**config.mk**
```make
export PLATFORM = sky130hd
export DESIGN_NAME = serial_frame_rx
export DESIGN_NICKNAME = d
export VERILOG_FILES = /design/src/rtl/serial_frame_rx.sv
export SDC_FILE = /design/constraint.sdc
export NUM_CORES = 1
export LEC_CHECK = 0
export CAP_MARGIN = 30
export CORE_MARGIN = 5
export CORE_UTILIZATION = 26
export DETAILED_ROUTE_END_ITERATION = 7
export PLACE_DENSITY = 0.51
export SYNTH_ARGS = -nofsm -noshare
export SYNTH_HDL_FRONTEND = slang
export SYNTH_SLANG_ARGS = --single-unit
```
**constraint.sdc**
```tcl
create_clock -name clk -period 4.1 [get_ports clk]
set_clock_uncertainty 0.1 [all_clocks]
set_input_delay 0.41 -clock clk [delete_from_list [all_inputs] [get_ports clk]]
set_output_delay 0.41 -clock clk [all_outputs]
set_load 0.02 [all_outputs]
```
**src/rtl/serial_frame_rx.sv**
```systemverilog
// serial_frame_rx: serial-to-parallel frame receiver.
// Samples `si` on edges where `si_valid` is high. A frame is a start bit (0),
// WIDTH data bits LSB first, an optional even-parity bit and a stop bit (1).
// A good frame is copied to `po` with a one-cycle `load` pulse, and a rejected
// frame gives a one-cycle `frame_err` pulse.
// Optional feature: define PARITY_EN to expect an even-parity bit after the
// last data bit.
module serial_frame_rx #(
    parameter int WIDTH = 4
) (
    input  logic             clk,
    input  logic             rst,
    input  logic             si,
    input  logic             si_valid,
    output logic [WIDTH-1:0] po,
    output logic             load,
    output logic             frame_err,
    output logic             busy
);

    localparam int CNT_W = $clog2(WIDTH);
    localparam logic [CNT_W-1:0] CNT_LAST = CNT_W'(WIDTH - 1);
    localparam logic [CNT_W-1:0] CNT_ONE  = CNT_W'(1);

    typedef enum logic [1:0] {
        IDLE   = 2'd0,
        DATA   = 2'd1,
        PARITY = 2'd2,
        STOP   = 2'd3
    } state_t;

    state_t           state_r;
    logic [CNT_W-1:0] bit_cnt_r;
    logic [WIDTH-1:0] shift_r;
    logic             stop_ok_s;

`ifdef PARITY_EN
    logic par_err_r;

    // Even parity of a data word: 1 when the word holds an odd number of ones.
    function automatic logic even_par(input logic [WIDTH-1:0] d);
        return ^d;
    endfunction

    // A frame is accepted only when the stop bit is 1 and the parity matched.
    always_comb begin
        stop_ok_s = si & ~par_err_r;
    end
`else
    // A frame is accepted only when the stop bit is 1.
    always_comb begin
        stop_ok_s = si;
    end
`endif

    // Receive FSM: all state, the output word and the strobes are registered here.
    always_ff @(posedge clk or posedge rst) begin
        if (rst) begin
            state_r   <= IDLE;
            bit_cnt_r <= '0;
            shift_r   <= '0;
            po        <= '0;
            load      <= 1'b0;
            frame_err <= 1'b0;
            busy      <= 1'b0;
`ifdef PARITY_EN
            par_err_r <= 1'b0;
`endif
        end else begin
            // Strobes are single-cycle; they are re-asserted only on the stop edge.
            load      <= 1'b0;
            frame_err <= 1'b0;
            if (si_valid) begin
                case (state_r)
                    IDLE: begin
                        if (si == 1'b0) begin
                            state_r   <= DATA;
                            bit_cnt_r <= '0;
                            busy      <= 1'b1;
                        end else begin
                            state_r   <= IDLE;
                        end
                    end
                    DATA: begin
                        shift_r[bit_cnt_r] <= si;
                        if (bit_cnt_r == CNT_LAST) begin
                            bit_cnt_r <= '0;
`ifdef PARITY_EN
                            state_r   <= PARITY;
`else
                            state_r   <= STOP;
`endif
                        end else begin
                            bit_cnt_r <= bit_cnt_r + CNT_ONE;
                        end
                    end
`ifdef PARITY_EN
                    PARITY: begin
                        // Data XOR parity must be 0; remember a mismatch for STOP.
                        par_err_r <= even_par(shift_r) ^ si;
                        state_r   <= STOP;
                    end
`endif
                    STOP: begin
                        state_r <= IDLE;
                        busy    <= 1'b0;
                        if (stop_ok_s) begin
                            po   <= shift_r;
                            load <= 1'b1;
                        end else begin
                            frame_err <= 1'b1;
                        end
                    end
                    default: begin
                        // Unreachable encodings fall back to a clean idle.
                        state_r   <= IDLE;
                        bit_cnt_r <= '0;
                        busy      <= 1'b0;
                    end
                endcase
            end else begin
                state_r <= state_r;
            end
        end
    end

endmodule
```
# After elaboration in Yosys (flattened, before gate mapping)

Cells that the tools add are included.

Register bits after elaboration: 15
Bits in latches: 0
Memory bits (writable): 0
Memory bits (read-only): 0
Input port bits: 4
Output and inout port bits: 7
Logic and storage cells: 41
Memories: 0

$add $sub $neg: 1
Multiply operators: 0
Divide/modulo/power cells: 0
Magnitude comparators: 2
Eq/ne operators: 5
Shifts and indexed selects: 0
Muxes and demuxes: 17
Bitwise gates (word level): 2
Reduce and logical (&&, ||, !) cells: 7

Operators with widths:

| cell                | count |
|---|---|
| $mux 1              | 9 |
| $reduce_and 3->1    | 3 |
| $mux 2              | 3 |
| $pmux 2 s3          | 1 |
| $bwmux 4            | 1 |
| $eq 2x2->1 const B  | 2 |
| $ne 2x2->1 const B  | 2 |
| $pmux 2 s2          | 1 |
| $reduce_and 2->1    | 2 |
| $lt 2x3->1 const B  | 1 |
| $add 2x1->2 const B | 1 |
| $demux 1 s2         | 1 |
| $eq 2x1->1 const B  | 1 |
| $ge 2x1->1 const B  | 1 |
| $logic_not 2->1     | 1 |
| $not 1->1           | 2 |
| $pmux 1 s2          | 1 |
| $logic_and 1x1->1   | 1 |

# Depth between registers and ports, before layout

Gate-level depths: netlist of run 1.

Depth in word-level cells: 5
Depth in mapped cells: 5
Gate-level depth less buffers: 5

# Least setup slack after synthesis of run 1

Ideal clock, no wire load.

Path type: register to register
Start: reg bit_cnt_r[0]
End: reg bit_cnt_r[1]
Setup time: 0.121 ns
Arrival time: 1.095 ns
Required time: 3.879 ns
Path slack: 2.783 ns
Cell stages (with the launch flop): 6
Path buffers: 0
Clock period less this slack: 1.317 ns
Cells stage by stage: dfrtp_1 inv_1 ha_1 nand2_1 o21ai_0 a22o_2

Word-level cells in the longest chain between the ends: 3
Elaborated cells between the ends (all ways): 4
Those cells by class: add/sub: 1; eq/ne: 1; mux: 2

RTL lines:

| item                                      | RTL line | text |
|---|---|---|
| start: declaration                        | 33       | `logic [CNT_W-1:0] bit_cnt_r;` |
| start signal: assignment                  | 94       | `bit_cnt_r <= bit_cnt_r + CNT_ONE;` |
| $add 2x1->2 or $eq 2x2->1 (tied branches) | 94, 86   |  |
| $mux 2 (*)                                | 86       | `if (bit_cnt_r == CNT_LAST) begin` |
| $pmux 2 s3 (*)                            | 74       | `case (state_r)` |

Mark *: on every way between the ends. The rest lies on a longest branch, timed or not.
A chain may end at the register's enable or synchronous reset.

# Worst setup path in the final report of run 1

Start: reg busy
End: out busy

RTL lines:

| item                     | RTL line | text |
|---|---|---|
| start: declaration       | 18       | `output logic busy` |
| start signal: assignment | 65       | `busy <= 1'b0;` |
| start signal: assignment | 79       | `busy <= 1'b1;` |
| start signal: assignment | 106      | `busy <= 1'b0;` |

No word-level cell between the ends.

==> results.md, run 1 <==
* Power Density at 665 nW/um^2
* Worst-path clk slew at 90 ps
* Setup slack at placement at 2160 ps
* First-pass GRT wire length at 2.03 mm
* Post-CTS sizing at 0
* Number of setup buffers added after CTS at 0
* Min Hold Slack at 372 ps
* Die height at 61.0 um
* Switching Fraction at 34.6%
* Power Internal at 0.358 mW
* Boundary Pins at 11
* Maximum root-to-sink buffer count at 2
* Delay-heaviest family, CP: buffers and inverters
* Crit-path cells: clkdlybuf4s50_1
* WP buf/inv at 1
* Maximum clock rate at approximately 0.57 GHz
* Design area at 825 um^2
* End of the worst register-to-register path: shift_r[3]
* Met2 GRT Util at 11.6%
* Ratio of cells with drive above 1 in the final layout at 18.8%
* Register area share after synthesis at 55.6%
* Vias in the first global route at around 460
* Layout Area Growth over Synthesis at 22.0%
* Status: finished, final reports clean
* CTS Sinks at 15
* Gate power share at 37.2%
* Post-Synthesis Cells at 57
* Post-synthesis net count at 65
* Number of H-tree levels at 1
* CTS Hold Bufs at 0
* Worst path max stage delay at slightly above 600 ps
* Final Power at 0.548 mW
* Cell area after technology mapping at roughly 680 um^2
* Worst Setup Slack, final at 2340 ps
* Die Width at a little over 60 um
* Hold Fails Final Rpt at 0
* Total GRT Usage at about 7.7%
* Sequential power share at 47.2%
* Initial Utilization at 27.3%
* Most frequent cells in the layout: dfrtp_1 (15), clkdlybuf4s50_1 (10), mux2_2 (8), inv_1 (7), nand2_1 (6)
* Inserted Clock Buffers at 3
* P_leak at approximately 0.38 nW
* CP arrival at 1250 ps
* Slew Viols, Final at 0
* Required time worst endpoint at 3590 ps
* Full die area at 3720 um^2
* Final-stage net count at 78
* Core area at 2480 um^2
* Crit path kind: register to primary output
* # setup viols final at 0
* Hpwl dp at 835 um
* Ys Warns at 0
* Placement Rows at 18
* Slowest CP cell: clkdlybuf4s50_1
* R2R setup slack at 2650 ps
* Fraction of the cycle the final worst path needs at 42.9%
* Setup TNS at 0 ps
* Slew headroom at 61.9%
* Launching point of the worst reg2reg path: state_r[1]
* Global Route met3 Usage at 3.62%
* Switching pwr at 0.190 mW
* I/O Buffers at 10
* Initial antenna violation count at 0
* Initial DRT Pass Iterations at 4
* Clock power share at 15.7%
* Max-Cap Viols at 0
* Worst-Skew Late Latency at 280 ps
* Diode count at 0
* Most common cell after layout, fill and taps aside: dfrtp_1
* Critical Path Sink Type: primary output
* Synth cell types at 17
* GRT busiest layer: met2
* DR DRC count at 0
* Dpl cell area at around 800 um^2
* Avg WL per Cell at 11.3 um
* Syn_area_per_cell at between 10 and 15 um^2
* CTS tree: done
* Via Count at 440
* First DRT Iteration DRCs at 12
* Critical Path Fanout Max at 2
* Post-route ant nets at 0
* Grt ovf at 0
* Class of the worst hold path: input pin to asynchronous set/reset pin
* RePlAce Congestion at roughly 0.7
* Min Tclk post-route at roughly 1800 ps
* Drt total wl at 1.12 mm
* R2r worst-path depth at 3
* Largest net degree at the start of global routing at 16
* RSZ-0062 raised after global routing: no
* Root buffer cell: clkbuf_4
* Via-to-Cell Ratio at 4.44
* Max VDD drop at 0.000280 V
* Worst setup SP type: register
* M1 GR Usage at 8.92%
* #FFs+latches synth at 15
* Worst-Margin Slew at ~570 ps
stage by stage:
stage,instances,utilization (%)
2_1_floorplan,57,-
3_3_place_gp,95,32.2
3_5_place_dp,95,32.2
4_1_cts,99,33.3
5_1_grt,99,33.3
6_report,99,33.3
cells in the mapped netlist:
| library cell | number | area [um^2] |
|---|---|---|
| nand3_1 | 1 | 5.00 |
| nand2_1 | 6 | 22.5 |
| o2bb2ai_1 | 1 | 8.76 |
| mux2_2 | 8 | 90.1 |
| a31oi_1 | 1 | 6.26 |
| dfrtp_1 | 15 | 375 |
| o21ai_0 | 2 | 10.0 |
| a21oi_1 | 4 | 20.0 |
| buf_4 | 2 | 15.0 |
| a22o_2 | 1 | 10.0 |
| nand4_1 | 1 | 6.26 |
| nor4b_1 | 1 | 8.76 |
| inv_1 | 7 | 26.3 |
| o31ai_1 | 1 | 7.51 |
| ha_1 | 4 | 50.1 |
| and3b_2 | 1 | 10.0 |
| nor2_1 | 1 | 3.75 |
state kept, by name, indices dropped and copies added, names as in the netlist:
name / flops
bit_cnt_r: 2
busy: 1
frame_err: 1
load: 1
po: 4
shift_r: 4
state_r: 2
layout make-up:
class                           count  area [um^2]
Sequential cell                    15          375
Multi-Input combinational cell     33          259
Timing Repair Buffer               10          100
Clock buffer                        4         26.3
Fill cell                         267         1650
Tap cell                           30         37.5
Inverter                            7         26.3
worst reg2reg max path, stage by stage (launching register included):
cell	delay, ps
dfrtp_1	520
and3b_2	280
nand2_1	100
mux2_2	330
how the worst max path moves through the flow:
stage / startpoint / end / slack, ps / cells past startpoint
final: busy / busy / 2340 / 1
after detailed placement: si_valid / po[1] / 2160 / 3
after floorplan: bit_cnt_r[0] / bit_cnt_r[1] / 2780 / 5
after CTS: busy / busy / 2320 / 1
after global routing: po[2] / po[2] / 2290 / 1
after global placement: si_valid / shift_r[3] / 2170 / 4
routing by layer:
| metal | routed length, um | part of all wire, % |
|---|---|---|
| met1 | 508 | 46 |
| met2 | 495 | 44 |
| met3 | 85 | 7.6 |
| met4 | 26 | 2.3 |
| met5 | 0 | 0 |
cell families after synthesis:
family / synth area share (%)
simple gates: 8.33
mux: 13.3
flops: 55.6
compound gates: 9.26
fa+ha+maj: 7.41
buf+inv: 6.11
power by group through the flow:
| stage | clock network [mW] | registers (mW) | logic [mW] |
|---|---|---|---|
| final | 0.0859 | 0.258 | 0.204 |
| after detailed placement | 0 | 0.263 | 0.208 |
| after global placement | 0 | 0.262 | 0.207 |
| after CTS | 0.0897 | 0.260 | 0.208 |
| after global routing | 0.0953 | 0.269 | 0.229 |
| after floorplan | 0 | 0.273 | 0.122 |
(Power assumes the default switching activity.)
==> inputs of run 2 (changes only) <==
PLACE_DENSITY = 0.52   (was 0.51)
clock period = 1.5 ns   (was 4.1 ns; I/O delays follow)
==> results.md, run 2 (same netlist as run 1, synthesis figures left out) <==
* CTS Hold Bufs at 0 (unchanged)
* Critical Path Fanout Max at 6 (+4)
* Drt total wl at 1.33 mm (+19%)
* Initial antenna violation count at 0 (unchanged)
* First DRT Iteration DRCs at 12 (unchanged)
* Worst-path clk slew at 90 ps (about the same)
* Boundary Pins at 11 (unchanged)
* Worst-Margin Slew at 288 ps (-282 ps)
* Worst Setup Slack, final at 61.9 ps (-2280 ps)
* Max Used Layer: met4
* Root buffer cell: clkbuf_4
* Max VDD drop at 0.000750 V (+170%)
* Avg WL per Cell at 12.6 um (+11%)
* Setup TNS at 0 ps (unchanged)
* Vias in the first global route at 497 (+7.8%)
* First-pass GRT wire length at 2.26 mm (+11%)
* Maximum root-to-sink buffer count at 2 (unchanged)
* Final Core Density at 35.4% (+2.1 points)
* Post-CTS sizing at 5 (+5)
* Number of setup buffers added after CTS at 0 (unchanged)
* Hpwl dp at 985 um (+18%)
* Metal3 WL at 63 um (-26%)
* Post-route ant nets at 0 (unchanged)
* # setup viols final at 0 (unchanged)
* Total GRT Usage at 8.75% (+1.0 points)
* Full die area at 3720 um^2 (unchanged)
* Worst-Skew Late Latency at 280 ps (about the same)
* Number of H-tree levels at 1 (unchanged)
* Worst path max stage delay at 450 ps (-160 ps)
* Routed met2 length at 609 um (+23%)
* Min Hold Slack at 83.9 ps (-288 ps)
* Slew Viols, Final at 0 (unchanged)
* Initial Utilization at 27.3% (unchanged)
* Maximum clock rate at 0.695 GHz
* WP buf/inv at 1 (unchanged)
* Hold Fails Final Rpt at 0 (unchanged)
* Dpl cell area at 851 um^2 (+6.6%)
* Setup slack at placement at 24.1 ps (-2130 ps)
* Most frequent cells in the layout: dfrtp_1 (15), mux2_2 (8), inv_1 (7), buf_4 (7), nand2_1 (6)
* Layout Area Growth over Synthesis at 29.6%
* Fraction of the cycle the final worst path needs at between 90% and 100%
* Die height at 61.0 um (unchanged)
* Via-to-Cell Ratio at 4.58 (+2.9%)
* Final-stage net count at 85 (+9.0%)
* Worst setup SP type: register
* Diode count at 0 (unchanged)
* Inserted Clock Buffers at 3 (unchanged)
* Max-Cap Viols at 0 (unchanged)
* Largest net degree at the start of global routing at 16 (unchanged)
* Core area at 2480 um^2 (unchanged)
* CTS Sinks at 15 (unchanged)
* Fillers at 252 (-5.6%)
* Largest regs: po: 4 flops, shift_r: 4 flops
* Met1 WL at 601 um (+18%)
* DR DRC count at 0 (unchanged)
* Class of the worst hold path: input pin to asynchronous set/reset pin
* Grt ovf at 0 (unchanged)
* Min Tclk post-route at about 1400 ps
* P_leak at 0.466 nW (+22%)
* Ratio of cells with drive above 1 in the final layout at 26.3% (+7.5 points)
* Die Width at 61.0 um (unchanged)
* Initial DRT Pass Iterations at 2 (-2)
* Critical Path Sink Type: register
* Via Count at 485 (+10%)
* CP arrival at 1510 ps (+260 ps)
* Required time worst endpoint at 1580 ps (-2010 ps)
* I/O Buffers at 10 (unchanged)
* Crit path kind: register to register
* RSZ-0062 raised after global routing: no
* Delay-heaviest family, CP: flip-flops
* Slowest CP cell: dfrtp_1
* Most common cell after layout, fill and taps aside: dfrtp_1
* Slew headroom at 80.6% (+19 points)
* Power Density at 1720 nW/um^2 (+160%)
* CTS tree: done
* Placement Rows at 18 (unchanged)
* Design area at 876 um^2 (+6.2%)
* Status: finished, final reports clean
* RePlAce Congestion at 0.720 (+1.7%)
* Crit-path cells: inv_1, ha_1, nand2_1, o21ai_0, a22o_2
## run 2: cell count changes in the layout (fill, tap and decap cells not counted)
cell and delta:
clkdlybuf4s50_1 -7, dlygate4sd2_1 +5, dlymetal6s2s_1 +2, buf_4 +7
## run 2: area by class of cell
| type | count | area, um^2 | area share, % |
|---|---|---|---|
| inverter | 7 | 26.3 | 3.00 |
| tap | 30 | 37.5 | 4.29 |
| clock buffer | 4 | 26.3 | 3.00 |
| multi-input combinational | 33 | 259 | 29.6 |
| sequential | 15 | 375 | 42.9 |
| timing repair buffer | 17 | 151 | 17.3 |
## run 2: power by group
part | internal, mW | total (mW) | switching, mW
registers | 0.569 | 0.684 | 0.114
logic | 0.299 | 0.589 | 0.290
clock network | 0.103 | 0.230 | 0.127
total | 0.972 | 1.50 | 0.531
## run 2: per-layer routing
metal | vias to the layer above | global-route usage [%]
met5 | - | 0
met4 | 0 | 5.88
met3 | 4 | 3.83
met2 | 14 | 13.3
met1 | 238 | 9.91
li1 | 229 | -
## run 2: path summary, 6_finish.rpt
check	from	endpoint	slack, ps	cells past startpoint
worst max-delay path	bit_cnt_r[0]	bit_cnt_r[1]	60	5
worst min-delay path	rst	po[2]	80	3
worst max register to register	bit_cnt_r[0]	bit_cnt_r[1]	60	5
worst min register to register	shift_r[2]	po[2]	400	1
max in group asynchronous	rst	state_r[0]	1040	3
min in group clk	shift_r[2]	po[2]	400	1
## run 2: stage by stage
step                      power (mW)  instances
after floorplan                 1.08         57
after global placement          1.32        102
after detailed placement        1.34        102
after CTS                       1.54        106
after global routing            1.63        106
final                           1.50        106
## run 2: worst min-delay path, stage by stage
cell	delay, ps
clkdlybuf4s50_1	410
inv_1	60
buf_4	220
==> inputs of run 3 (changes only) <==
ABC_AREA = 1   (was unset)
SKIP_CTS_REPAIR_TIMING = 1   (was unset)
==> results.md, run 3 <==
* RSZ-0062 raised after global routing: no
* Ys Warns at 0 (unchanged)
* WP buf/inv at 1 (unchanged)
* Design area at 885 um^2 (+1.0%)
* Number of H-tree levels at 1 (unchanged)
* Full die area at 3750 um^2 (+0.94%)
* Top_reg_cell synth: dfrtp_1
* Hold Fails Final Rpt at 5 (+5)
* Synth cell types at 15 (-2)
* Syn_area_per_cell at 9.23 um^2 (-22%)
* Power Density at 1730 nW/um^2 (+0.82%)
* Worst setup SP type: register
* Final-stage net count at 99 (+16%)
* Slew headroom at 80.5% (-0.13 points)
* Placement Rows at 18 (unchanged)
* Worst path max stage delay at 590 ps (+140 ps)
* First DRT Iteration DRCs at 12 (unchanged)
* CTS Sinks at 15 (unchanged)
* Top post-synthesis cells by count: nand2_1 (22), dfrtp_1 (15), inv_1 (11), o21ai_0 (8), ha_1 (4)
* Post-Synthesis Cells at 74 (+30%)
* Layout Area Growth over Synthesis at 29.5%
* Most frequent cells in the layout: nand2_1 (22), dfrtp_1 (15), inv_1 (11), o21ai_0 (8)
* Die height at 61.3 um (+0.47%)
* Ratio of cells with drive above 1 in the final layout at 11.1% (-15 points)
* CP arrival at 1210 ps (-300 ps)
* Failing checks: hold timing
* Core area at 2500 um^2 (+0.91%)
* Final Core Density at 35.4% (about the same)
* Post-route ant nets at 0 (unchanged)
* Largest family of logic cells by synthesized area: simple AND/OR/NAND/NOR gates
* Inserted Clock Buffers at 3 (unchanged)
* Diode count at 0 (unchanged)
* Class of the worst hold path: input pin to asynchronous set/reset pin
* Crit-path cells: clkdlybuf4s50_1
* # setup viols final at 0 (unchanged)
* Synth top area share at 54.9% (-0.61 points)
* Worst-path clk slew at 90 ps (about the same)
* Grt ovf at 0 (unchanged)
* Post-synth EDFFs at 0 (unchanged)
* Max-Cap Viols at 0 (unchanged)
* Post-synthesis net count at 82 (+26%)
* Register area share after synthesis at 54.9% (-0.61 points)
* Min Hold Slack at -12.2 ps (-96.0 ps)
* Vias in the first global route at 519 (+4.4%)
* Async SR Flop Fraction at 100% (unchanged)
* Max VDD drop at 0.000803 V (+7.2%)
* Status: finished with violations
* CTS tree: done
* Avg WL per Cell at 10.0 um (-20%)
* Worst-Skew Late Latency at 280 ps (about the same)
* Slowest CP cell: clkdlybuf4s50_1
* Synth Area in Adders at 7.33% (-0.081 points)
* P_leak at 0.483 nW (+3.6%)
* First-pass GRT wire length at 2.26 mm (+0.31%)
* Via Count at 505 (+4.1%)
* Critical Path Fanout Max at 1 (-5)
* Boundary Pins at 11 (unchanged)
* Critical Path Sink Type: primary output
* Largest net degree at the start of global routing at 11 (-5)
* Dpl cell area at 845 um^2 (-0.74%)
* DR DRC count at 0 (unchanged)
* Most common cell in the netlist: nand2_1
* Synth Area in XOR/XNOR at 0% (unchanged)
* Final Power at 1.53 mW (+1.8%)
* Leading area contributor after synthesis: dfrtp_1
* Die Width at 61.3 um (+0.47%)
* Post-synthesis mux area share at 0% (-13 points)
* Largest regs: po: 4 flops, shift_r: 4 flops
* Fraction of the cycle the final worst path needs at 97.1% (+1.3 points)
* Total GRT Usage at 8.23% (-0.52 points)
* Delay-heaviest family, CP: buffers and inverters
* Top post-synthesis cells by area: dfrtp_1 (55%), nand2_1 (12%), ha_1 (7.3%), inv_1 (6.0%), o21ai_0 (5.9%)
* Worst-Margin Slew at 292 ps (+3.40 ps)
* Initial DRT Pass Iterations at 4 (+2)
* Initial Utilization at 27.3% (+0.055 points)
* Root buffer cell: clkbuf_4
* #FFs+latches synth at 15 (unchanged)
* Compound-Gate Fraction of Synth Area at 8.06% (-1.2 points)
* Slew Viols, Final at 0 (unchanged)
* Required time worst endpoint at 1250 ps (-330 ps)
* Synth Area in Simple Gates at 21.4% (+13 points)
* Most common cell after layout, fill and taps aside: nand2_1
* Min Tclk post-route at 1460 ps (+18.9 ps)
* RePlAce Congestion at 0.769 (+6.8%)
* Crit path kind: register to primary output
* Hpwl dp at 950 um (-3.6%)
* Maximum root-to-sink buffer count at 2 (unchanged)
* Maximum clock rate at 0.686 GHz (-1.3%)
* Initial antenna violation count at 0 (unchanged)
* Cell area after technology mapping at 683 um^2 (+1.1%)
* Drt total wl at 1.20 mm (-9.8%)
* I/O Buffers at 10 (unchanged)
* Via-to-Cell Ratio at 4.21 (-8.0%)
* R2R setup slack at 270 ps (+210 ps)
## run 3: changes by cell type after synthesis, moves of 2 or more
cell	change
a21oi_1	-2
o21ai_0	+6
nand3_1	+2
inv_1	+4
nand2_1	+16
buf_4	-2
mux2_2	-8
## run 3: final timing paths
kind / cells past startpoint / startpoint / to
hold reg to reg: 2 / busy / busy
setup / recovery: 1 / frame_err / frame_err
hold / removal: 2 / rst / po[3]
min in group clk: 2 / si / frame_err
setup reg to reg: 6 / state_r[1] / shift_r[3]
max in group asynchronous: 3 / rst / shift_r[1]
## run 3: cell families after synthesis
group / Yosys count
fa+ha+maj: 4
buf+inv: 13
compound gates: 11
flops: 15
simple gates: 31
## run 3: final cells by class
type / count / area (um^2)
repair buffers: 13 / 148
inverters: 12 / 45.0
flip-flops and latches: 15 / 375
multi-input cells: 46 / 251
clock inverters: 1 / 5.00
well taps: 30 / 37.5
clock buffers: 3 / 22.5
fillers: 255 / 1620
## run 3: metrics by stage
step	std cells	setup slack, ps	TNS [ps]
after detailed placement	116	49.7	0
after floorplan	74	399	0
after global routing	120	4.67	0
after CTS	120	-35.4	-115
final	120	43.0	0
after global placement	116	101	0
## run 3: per-layer routing
layer	up-vias	GRT usage (%)	wire (um)
met5	-	0	0
met4	0	2.79	21
met3	4	3.14	67
met2	10	13.3	543
met1	225	10.0	568
li1	266	-	-
## run 3: power by group
group / internal, mW / switching, mW
clock network: 0.0991 / 0.134
registers: 0.572 / 0.105
logic: 0.260 / 0.361
total: 0.931 / 0.600
